$ cat src/rtl/mantissa_pp_accumulator_pkg.sv
// fmau_mul_pkg: shared constants, op encodings, FSM states and term mask
package fmau_mul_pkg;
   localparam int PP_W  = 14;
   localparam int NBLK  = 4;
   localparam int OUT_W = NBLK * PP_W;
   localparam int BLK_W = PP_W / 2;
   localparam logic [1:0] MUL_OP_FULL = 2'b00;
   localparam logic [1:0] MUL_OP_DUAL = 2'b01;
   localparam logic [1:0] MUL_OP_QUAD = 2'b10;
   typedef enum logic [1:0] {IDLE, ACC, DONE} state_t;
   // op 11 is reserved and behaves like a full 28x28 multiply
   function automatic logic keep(input logic [1:0] op, input logic [1:0] i, input logic [1:0] j);
      return op == MUL_OP_DUAL ? i[1] == j[1] : op == MUL_OP_QUAD ? i == j : 1'b1;
   endfunction
endpackage

$ cat src/rtl/mantissa_pp_accumulator_if.sv
// mantissa_pp_accumulator_if: pp-set input handshake (in_valid/in_ready/op/pp_flat) and product output handshake (out_valid/out_ready/out/op_out)
interface mantissa_pp_accumulator_if;
   import fmau_mul_pkg::*;
   logic                       in_valid;
   logic                       in_ready;
   logic [1:0]                 op;
   logic [NBLK*NBLK*PP_W-1:0]  pp_flat;
   logic                       out_valid;
   logic                       out_ready;
   logic [OUT_W-1:0]           out;
   logic [1:0]                 op_out;
   modport master (output in_valid, op, pp_flat, out_ready, input in_ready, out_valid, out, op_out);
   modport slave  (input in_valid, op, pp_flat, out_ready, output in_ready, out_valid, out, op_out);
endinterface

$ cat src/rtl/mantissa_pp_accumulator_pp_row_shifter.sv
// pp_row_shifter: masked, shifted sum of one partial-product row (i_row, i_pp_row, i_op -> o_sum)
module pp_row_shifter
   import fmau_mul_pkg::*;
(
   input  logic [1:0]           i_row,
   input  logic [NBLK*PP_W-1:0] i_pp_row,
   input  logic [1:0]           i_op,
   output logic [OUT_W-1:0]     o_sum
);
   always_comb begin
      o_sum = '0;
      for (int j = 0; j < NBLK; j++)
         if (keep(i_op, i_row, 2'(j)))
            o_sum = o_sum + (OUT_W'(i_pp_row[j*PP_W +: PP_W]) << (BLK_W * (int'(i_row) + j)));
   end
endmodule

$ cat src/rtl/mantissa_pp_accumulator.sv
// mantissa_pp_accumulator: sums a 4x4 partial-product set one row per cycle into a 56-bit product (clk, rst_n, bus slave)
module mantissa_pp_accumulator
   import fmau_mul_pkg::*;
(
   input  logic                     clk,
   input  logic                     rst_n,
   mantissa_pp_accumulator_if.slave bus
);
   state_t                    r_state;
   state_t                    w_next;
   logic [1:0]                r_row;
   logic [OUT_W-1:0]          r_acc;
   logic [NBLK*NBLK*PP_W-1:0] r_pp;
   logic [1:0]                r_op;
   logic [OUT_W-1:0]          w_row_sum;
   pp_row_shifter u_shift (
      .i_row    (r_row),
      .i_pp_row (r_pp[int'(r_row)*NBLK*PP_W +: NBLK*PP_W]),
      .i_op     (r_op),
      .o_sum    (w_row_sum)
   );
   always_comb begin
      w_next = r_state;
      case (r_state)
         IDLE:    w_next = bus.in_valid ? ACC : IDLE;
         ACC:     w_next = r_row == 2'd3 ? DONE : ACC;
         default: w_next = bus.out_ready ? IDLE : DONE;
      endcase
      bus.in_ready  = r_state == IDLE;
      bus.out_valid = r_state == DONE;
      bus.out       = r_state == DONE ? r_acc : '0;
      bus.op_out    = r_state == DONE ? r_op : 2'b00;
   end
   always_ff @(posedge clk) begin
      if (!rst_n) begin
         r_state <= IDLE;
         r_row   <= '0;
         r_acc   <= '0;
         r_pp    <= '0;
         r_op    <= '0;
      end else begin
         r_state <= w_next;
         if (r_state == IDLE && bus.in_valid) begin
            r_pp  <= bus.pp_flat;
            r_op  <= bus.op;
            r_acc <= '0;
            r_row <= '0;
         end else if (r_state == ACC) begin
            r_acc <= r_acc + w_row_sum;
            r_row <= r_row + 2'd1;
         end
      end
   end
   // lanes share one adder; no carry may cross a lane boundary in SIMD modes
   for (genvar k = 0; k < NBLK; k++) begin : g_quad
      always_ff @(posedge clk)
         if (rst_n && r_state == ACC && r_op == MUL_OP_QUAD)
            assert ((PP_W+1)'(r_acc[k*PP_W +: PP_W]) + (PP_W+1)'(w_row_sum[k*PP_W +: PP_W]) < (PP_W+1)'(1 << PP_W));
   end
   for (genvar k = 0; k < 2; k++) begin : g_dual
      always_ff @(posedge clk)
         if (rst_n && r_state == ACC && r_op == MUL_OP_DUAL)
            assert ((2*PP_W+1)'(r_acc[k*2*PP_W +: 2*PP_W]) + (2*PP_W+1)'(w_row_sum[k*2*PP_W +: 2*PP_W]) < (2*PP_W+1)'(1 << (2*PP_W)));
   end
endmodule

$ cat src/flat_wrapper.sv
// flat-port wrapper written by rule: the top's interface ports become plain ports
module mantissa_pp_accumulator_flat import fmau_mul_pkg::*;
  (clk, rst_n, bus_in_valid, bus_op, bus_pp_flat, bus_out_ready, bus_in_ready, bus_out_valid, bus_out, bus_op_out);
  mantissa_pp_accumulator_if bus_i ();
  input  logic clk;
  input  logic rst_n;
  input wire logic [$bits(bus_i.in_valid)-1:0] bus_in_valid;
  input wire logic [$bits(bus_i.op)-1:0] bus_op;
  input wire logic [$bits(bus_i.pp_flat)-1:0] bus_pp_flat;
  input wire logic [$bits(bus_i.out_ready)-1:0] bus_out_ready;
  output wire logic [$bits(bus_i.in_ready)-1:0] bus_in_ready;
  output wire logic [$bits(bus_i.out_valid)-1:0] bus_out_valid;
  output wire logic [$bits(bus_i.out)-1:0] bus_out;
  output wire logic [$bits(bus_i.op_out)-1:0] bus_op_out;
  assign bus_i.in_valid = bus_in_valid;
  assign bus_i.op = bus_op;
  assign bus_i.pp_flat = bus_pp_flat;
  assign bus_i.out_ready = bus_out_ready;
  assign bus_in_ready = bus_i.in_ready;
  assign bus_out_valid = bus_i.out_valid;
  assign bus_out = bus_i.out;
  assign bus_op_out = bus_i.op_out;
  mantissa_pp_accumulator u_core (.clk(clk), .rst_n(rst_n), .bus(bus_i));
endmodule
$ cat config.mk
export PLATFORM = sky130hd
export DESIGN_NAME = mantissa_pp_accumulator_flat
export DESIGN_NICKNAME = d
export VERILOG_FILES = /design/src/rtl/mantissa_pp_accumulator_pkg.sv /design/src/rtl/mantissa_pp_accumulator_if.sv /design/src/rtl/mantissa_pp_accumulator_pp_row_shifter.sv /design/src/rtl/mantissa_pp_accumulator.sv /design/src/flat_wrapper.sv
export SDC_FILE = /design/constraint.sdc
export NUM_CORES = 1
export LEC_CHECK = 0
export CAP_MARGIN = 0
export CELL_PAD_IN_SITES_DETAIL_PLACEMENT = 0
export CELL_PAD_IN_SITES_GLOBAL_PLACEMENT = 2
export CORE_MARGIN = 5
export CORE_UTILIZATION = 34
export CTS_CLUSTER_DIAMETER = 50
export DETAILED_ROUTE_END_ITERATION = 10
export DONT_BUFFER_PORTS = 1
export GPL_TIMING_DRIVEN = 0
export PLACE_DENSITY_LB_ADDON = 0.1
export SLEW_MARGIN = 20
export SYNTH_ARGS = -nofsm -noshare
export SYNTH_HDL_FRONTEND = slang
export SYNTH_SLANG_ARGS = --single-unit
$ cat constraint.sdc
create_clock -name clk -period 13.55 [get_ports clk]
set_input_delay 0 -clock clk [delete_from_list [all_inputs] [get_ports clk]]
set_output_delay 0 -clock clk [all_outputs]
set_load 0.05 [all_outputs]
==> PnR_summary.wiki <==
{| class="wikitable"
! Metric !! Value
|-
| Antenna violations before repair || 5
|-
| Total power divided by cell area || 98.3 nW/um^2
|-
| Most used routing layer || met2
|-
| Max Freq || 75.4 MHz
|-
| Number of enable-type register cells in the synthesized netlist || 0
|-
| H-tree Lvls || 2
|-
| Slew HR || 0.134
|-
| Slowest cell on the critical path || sky130_fd_sc_hd__or4b_1
|-
| Period Utilization, post-route || 0.978
|-
| Cell repeated most along the worst path || sky130_fd_sc_hd__clkbuf_8
|-
| First drt pass iteration count || 6
|-
| Final-report hold violation count || 0
|-
| Filler cells || 9268
|-
| Min-delay worst type || in2reg
|-
| Final total power || 3.59 mW
|-
| Sum of net half-perimeters after detailed placement || 117000 um
|-
| IO Port Bufs || 0
|-
| Max-Cap Viols || 0
|-
| Number of slew-limit violations in the final report || 0
|-
| Initial Utilization || 0.343
|-
| Via count || 32100
|-
| Critical path required time || 14.04 ns
|-
| Part of the Yosys area used for sequential elements || 0.192
|-
| Distinct cell type count after synthesis || 87
|-
| Final critical-path required period || 13.26 ns
|-
| Leading cell types in the layout, fill and taps excluded || sky130_fd_sc_hd__nand2_1, sky130_fd_sc_hd__nor2_1, sky130_fd_sc_hd__a21oi_1
|-
| Layout cells sized above 1 || 0.103
|-
| Seq cells post-synth || 286
|-
| Wire length of the first global-routing pass || 207000 um
|-
| Syn. warnings || 0
|-
| Area share of the largest cell type after synthesis || 0.192
|-
| VDD IR-drop max || 0.0884 mV
|-
| Worst R2R Start || u_core.r_row[0]
|-
| Setup violators final || 0
|-
| Result of the run || completed
|-
| Critical Path End Type || register
|-
| Worst path arrival time || 13.74 ns
|-
| Maximum number of pins on one net before global-route repair || 20
|-
| Met1 Resource Use GR || 0.401
|-
| Root buffer cell || sky130_fd_sc_hd__clkbuf_16
|-
| Wire length after detailed routing || 143000 um
|-
| Worst hold slack || 0.0776 ns
|-
| Clock sinks || 286
|-
| DRC viols || 0
|-
| Worst min-delay path endpoint || u_core.r_pp[6]
|-
| Setup skew after layout || 0.0257 ns
|-
| Synth top area cells || sky130_fd_sc_hd__dfxtp_1, sky130_fd_sc_hd__nand2_1, sky130_fd_sc_hd__ha_1, sky130_fd_sc_hd__a21boi_0, sky130_fd_sc_hd__a21oi_1
|-
| Total Nets Final || 4934
|-
| Library cell occupying the most area in the post-synthesis netlist || sky130_fd_sc_hd__dfxtp_1
|-
| Depth of the most critical reg-to-reg path || 60
|-
| Full die area || 93700 um^2
|-
| Largest fanout of any net on the critical path || 13
|-
| Detail-routed via count per cell || 5.65
|-
| Number of global-route vias before repair || 31000
|-
| Total Neg Setup Slack || 0 ns
|-
| Clock Tree Buf Depth || 3
|-
| GRT met3 Usage || 0.0314
|-
| Mean instance size in the synthesized netlist || 7.16 um^2
|-
| Latest clock arrival within the worst-skew pair || 0.63 ns
|-
| Post-CTS clock slew at the launch and capture registers of the worst setup and hold paths || 0.05 ns
|-
| Number of cells produced by synthesis || 4161
|-
| Post-route setup slack || 0.295 ns
|-
| Number of nets with antenna violations after detailed routing || 0
|-
| Met2 capacity usage during global routing || 0.483
|-
| Hold path depth || 3
|-
| Critical register-to-register path endpoint || u_core.r_acc[55]
|-
| Commonest register cell after synthesis || sky130_fd_sc_hd__dfxtp_1
|-
| Peak per-stage delay on the critical path || 0.56 ns
|-
| Startpoint class of the critical path || register
|-
| Drt initial violations || 2460
|-
| GRT Total Usage || 0.289
|-
| Cell Rows || 108
|-
| Clock tree from TritonCTS || done
|-
| Die height || 306 um
|-
| Synthesized cell area || 29800 um^2
|-
| I/O pin count || 290
|-
| Most common library cell in the layout ignoring fill and taps || sky130_fd_sc_hd__nand2_1
|-
| Leak Pwr || 15.1 nW
|-
| Flop2flop setup slack || 0.29 ns
|-
| Fraction of the core area covered by cells at the end of the flow || 0.420
|-
| Layout overhead on the synthesized area || 22.5%
|-
| Post-Place Worst Slack || -5.42 ns
|-
| Routed wirelength normalized by instance count || 25.1 um
|-
| DIE WIDTH || 306 um
|-
| Hold path startpoint || bus_pp_flat[6]
|-
| Async set or reset register ratio after synthesis || 0
|-
| Pin slew with the least headroom to its limit || 1.28 ns
|-
| Last weighted congestion value of the routability-driven placer || 0.940
|-
| Final global-route overflow total || 0
|-
| Setup Crit Path Kind || reg2reg
|-
| Number of buffers added by the clock tree synthesis step || 48
|-
| Placeable Area || 86900 um^2
|}
## Yosys cell counts (8+ instances only)
master and instances:
sky130_fd_sc_hd__a21o_1 144, sky130_fd_sc_hd__mux2_2 72, sky130_fd_sc_hd__nand2_1 839, sky130_fd_sc_hd__a31oi_1 26, sky130_fd_sc_hd__a21oi_1 323, sky130_fd_sc_hd__and2_1 93
sky130_fd_sc_hd__dfxtp_1 286, sky130_fd_sc_hd__o21a_1 38, sky130_fd_sc_hd__or3_1 26, sky130_fd_sc_hd__ha_1 223, sky130_fd_sc_hd__nor2_1 420, sky130_fd_sc_hd__o31ai_1 20
sky130_fd_sc_hd__a21boi_0 230, sky130_fd_sc_hd__or2_2 10, sky130_fd_sc_hd__nand3_1 55, sky130_fd_sc_hd__a211oi_1 37, sky130_fd_sc_hd__a22oi_1 12, sky130_fd_sc_hd__o21ai_1 8
sky130_fd_sc_hd__o21bai_1 43, sky130_fd_sc_hd__o22a_1 22, sky130_fd_sc_hd__xnor2_1 117, sky130_fd_sc_hd__inv_1 80, sky130_fd_sc_hd__o21ai_0 203, sky130_fd_sc_hd__nand2b_1 24
sky130_fd_sc_hd__o211ai_1 18, sky130_fd_sc_hd__xor2_1 73, sky130_fd_sc_hd__nor3_1 80, sky130_fd_sc_hd__o2111ai_1 8, sky130_fd_sc_hd__nor2b_1 28, sky130_fd_sc_hd__nand4_1 34
sky130_fd_sc_hd__mux2i_1 65, sky130_fd_sc_hd__buf_2 20, sky130_fd_sc_hd__clkbuf_1 192, sky130_fd_sc_hd__and3_1 27, sky130_fd_sc_hd__o22ai_1 46, sky130_fd_sc_hd__mux4_2 49
sky130_fd_sc_hd__buf_1 21
## kinds of logic after synthesis
logic type,after synthesis,synth area share
AOI/OAI and AO/OA,1258,0.275
other,2,0.000252
muxes,193,0.0923
adders and majority gates,227,0.0963
buffers and inverters,329,0.0442
xor gates and xnor gates,191,0.0568
DFF,286,0.192
and+or+nand+nor,1675,0.243
## per-layer routing
metal	routed length (um)	vias to the layer above
met4	3940	0
met1	65100	15500
met3	7890	188
met5	0	-
met2	65700	1014
li1	-	15400
## state kept, by name (all words and copies together) (netlist names)
name	flops
u_core.r_acc	56
u_core.r_op	2
u_core.r_pp	224
u_core.r_row	2
u_core.r_state	2
## report_power, final
group	total (mW)	internal (mW)	switching (mW)	leakage, nW
Sequential	0.934	0.894	0.0399	2.34
Combinational	1.39	0.497	0.893	12.0
Clock	1.27	0.784	0.482	0.795
Total	3.59	2.17	1.41	15.1
## critical path: cells and delay by family (launching register included)
kind | cells | cell delay, ns
AO/OA/AOI/OAI | 23 | 5.31
flip-flops | 1 | 0.37
adder cells (fa/ha/maj) | 5 | 1.62
multiplexers | 1 | 0.35
buffers and inverters | 10 | 1.65
AND/OR/NAND/NOR | 17 | 3.12
XOR/XNOR | 4 | 0.62
## final cells by class
class / count / area (um^2) / share of cell area
repair buffers: 271 / 2610 / 0.0714
well taps: 1155 / 1450 / 0.0396
clock inverters: 26 / 325 / 0.00891
inverters: 84 / 332 / 0.00908
diodes: 5 / 12.5 / 0.000343
multi-input cells: 3552 / 23600 / 0.646
plain buffers: 234 / 1130 / 0.0310
clock buffers: 61 / 1330 / 0.0365
flip-flops and latches: 286 / 5730 / 0.157
## what timing repair did
action                                 4_1_cts  5_1_grt
pin swaps                                   23       28
resized for setup                          169      105
endpoints found under the hold margin      228        0
buffers inserted                            19       24
setup endpoints to repair                   39       14
hold buffers                               228        0
## worst max path at each step
stage / start / cells past startpoint / slack, ns / endpoint
2_1_floorplan: u_core.r_row[0] / 61 / 0.60 / u_core.r_acc[55]
3_3_place_gp: u_core.r_row[0] / 60 / -5.88 / u_core.r_acc[55]
3_5_place_dp: u_core.r_row[0] / 60 / -5.42 / u_core.r_acc[55]
4_1_cts: u_core.r_row[0] / 62 / 0.04 / u_core.r_acc[55]
5_1_grt: u_core.r_row[0] / 60 / -0.05 / u_core.r_acc[55]
6_report: u_core.r_row[0] / 60 / 0.29 / u_core.r_acc[55]
## metrics by stage
| step | cells | instance area, um^2 |
|---|---|---|
| 2_1_floorplan | 4167 | 29800 |
| 3_3_place_gp | 5322 | 31300 |
| 3_5_place_dp | 5322 | 31300 |
| 4_1_cts | 5653 | 35900 |
| 5_1_grt | 5674 | 36500 |
| 6_report | 5674 | 36500 |
Note: power is estimated with default switching activity, not from simulation.
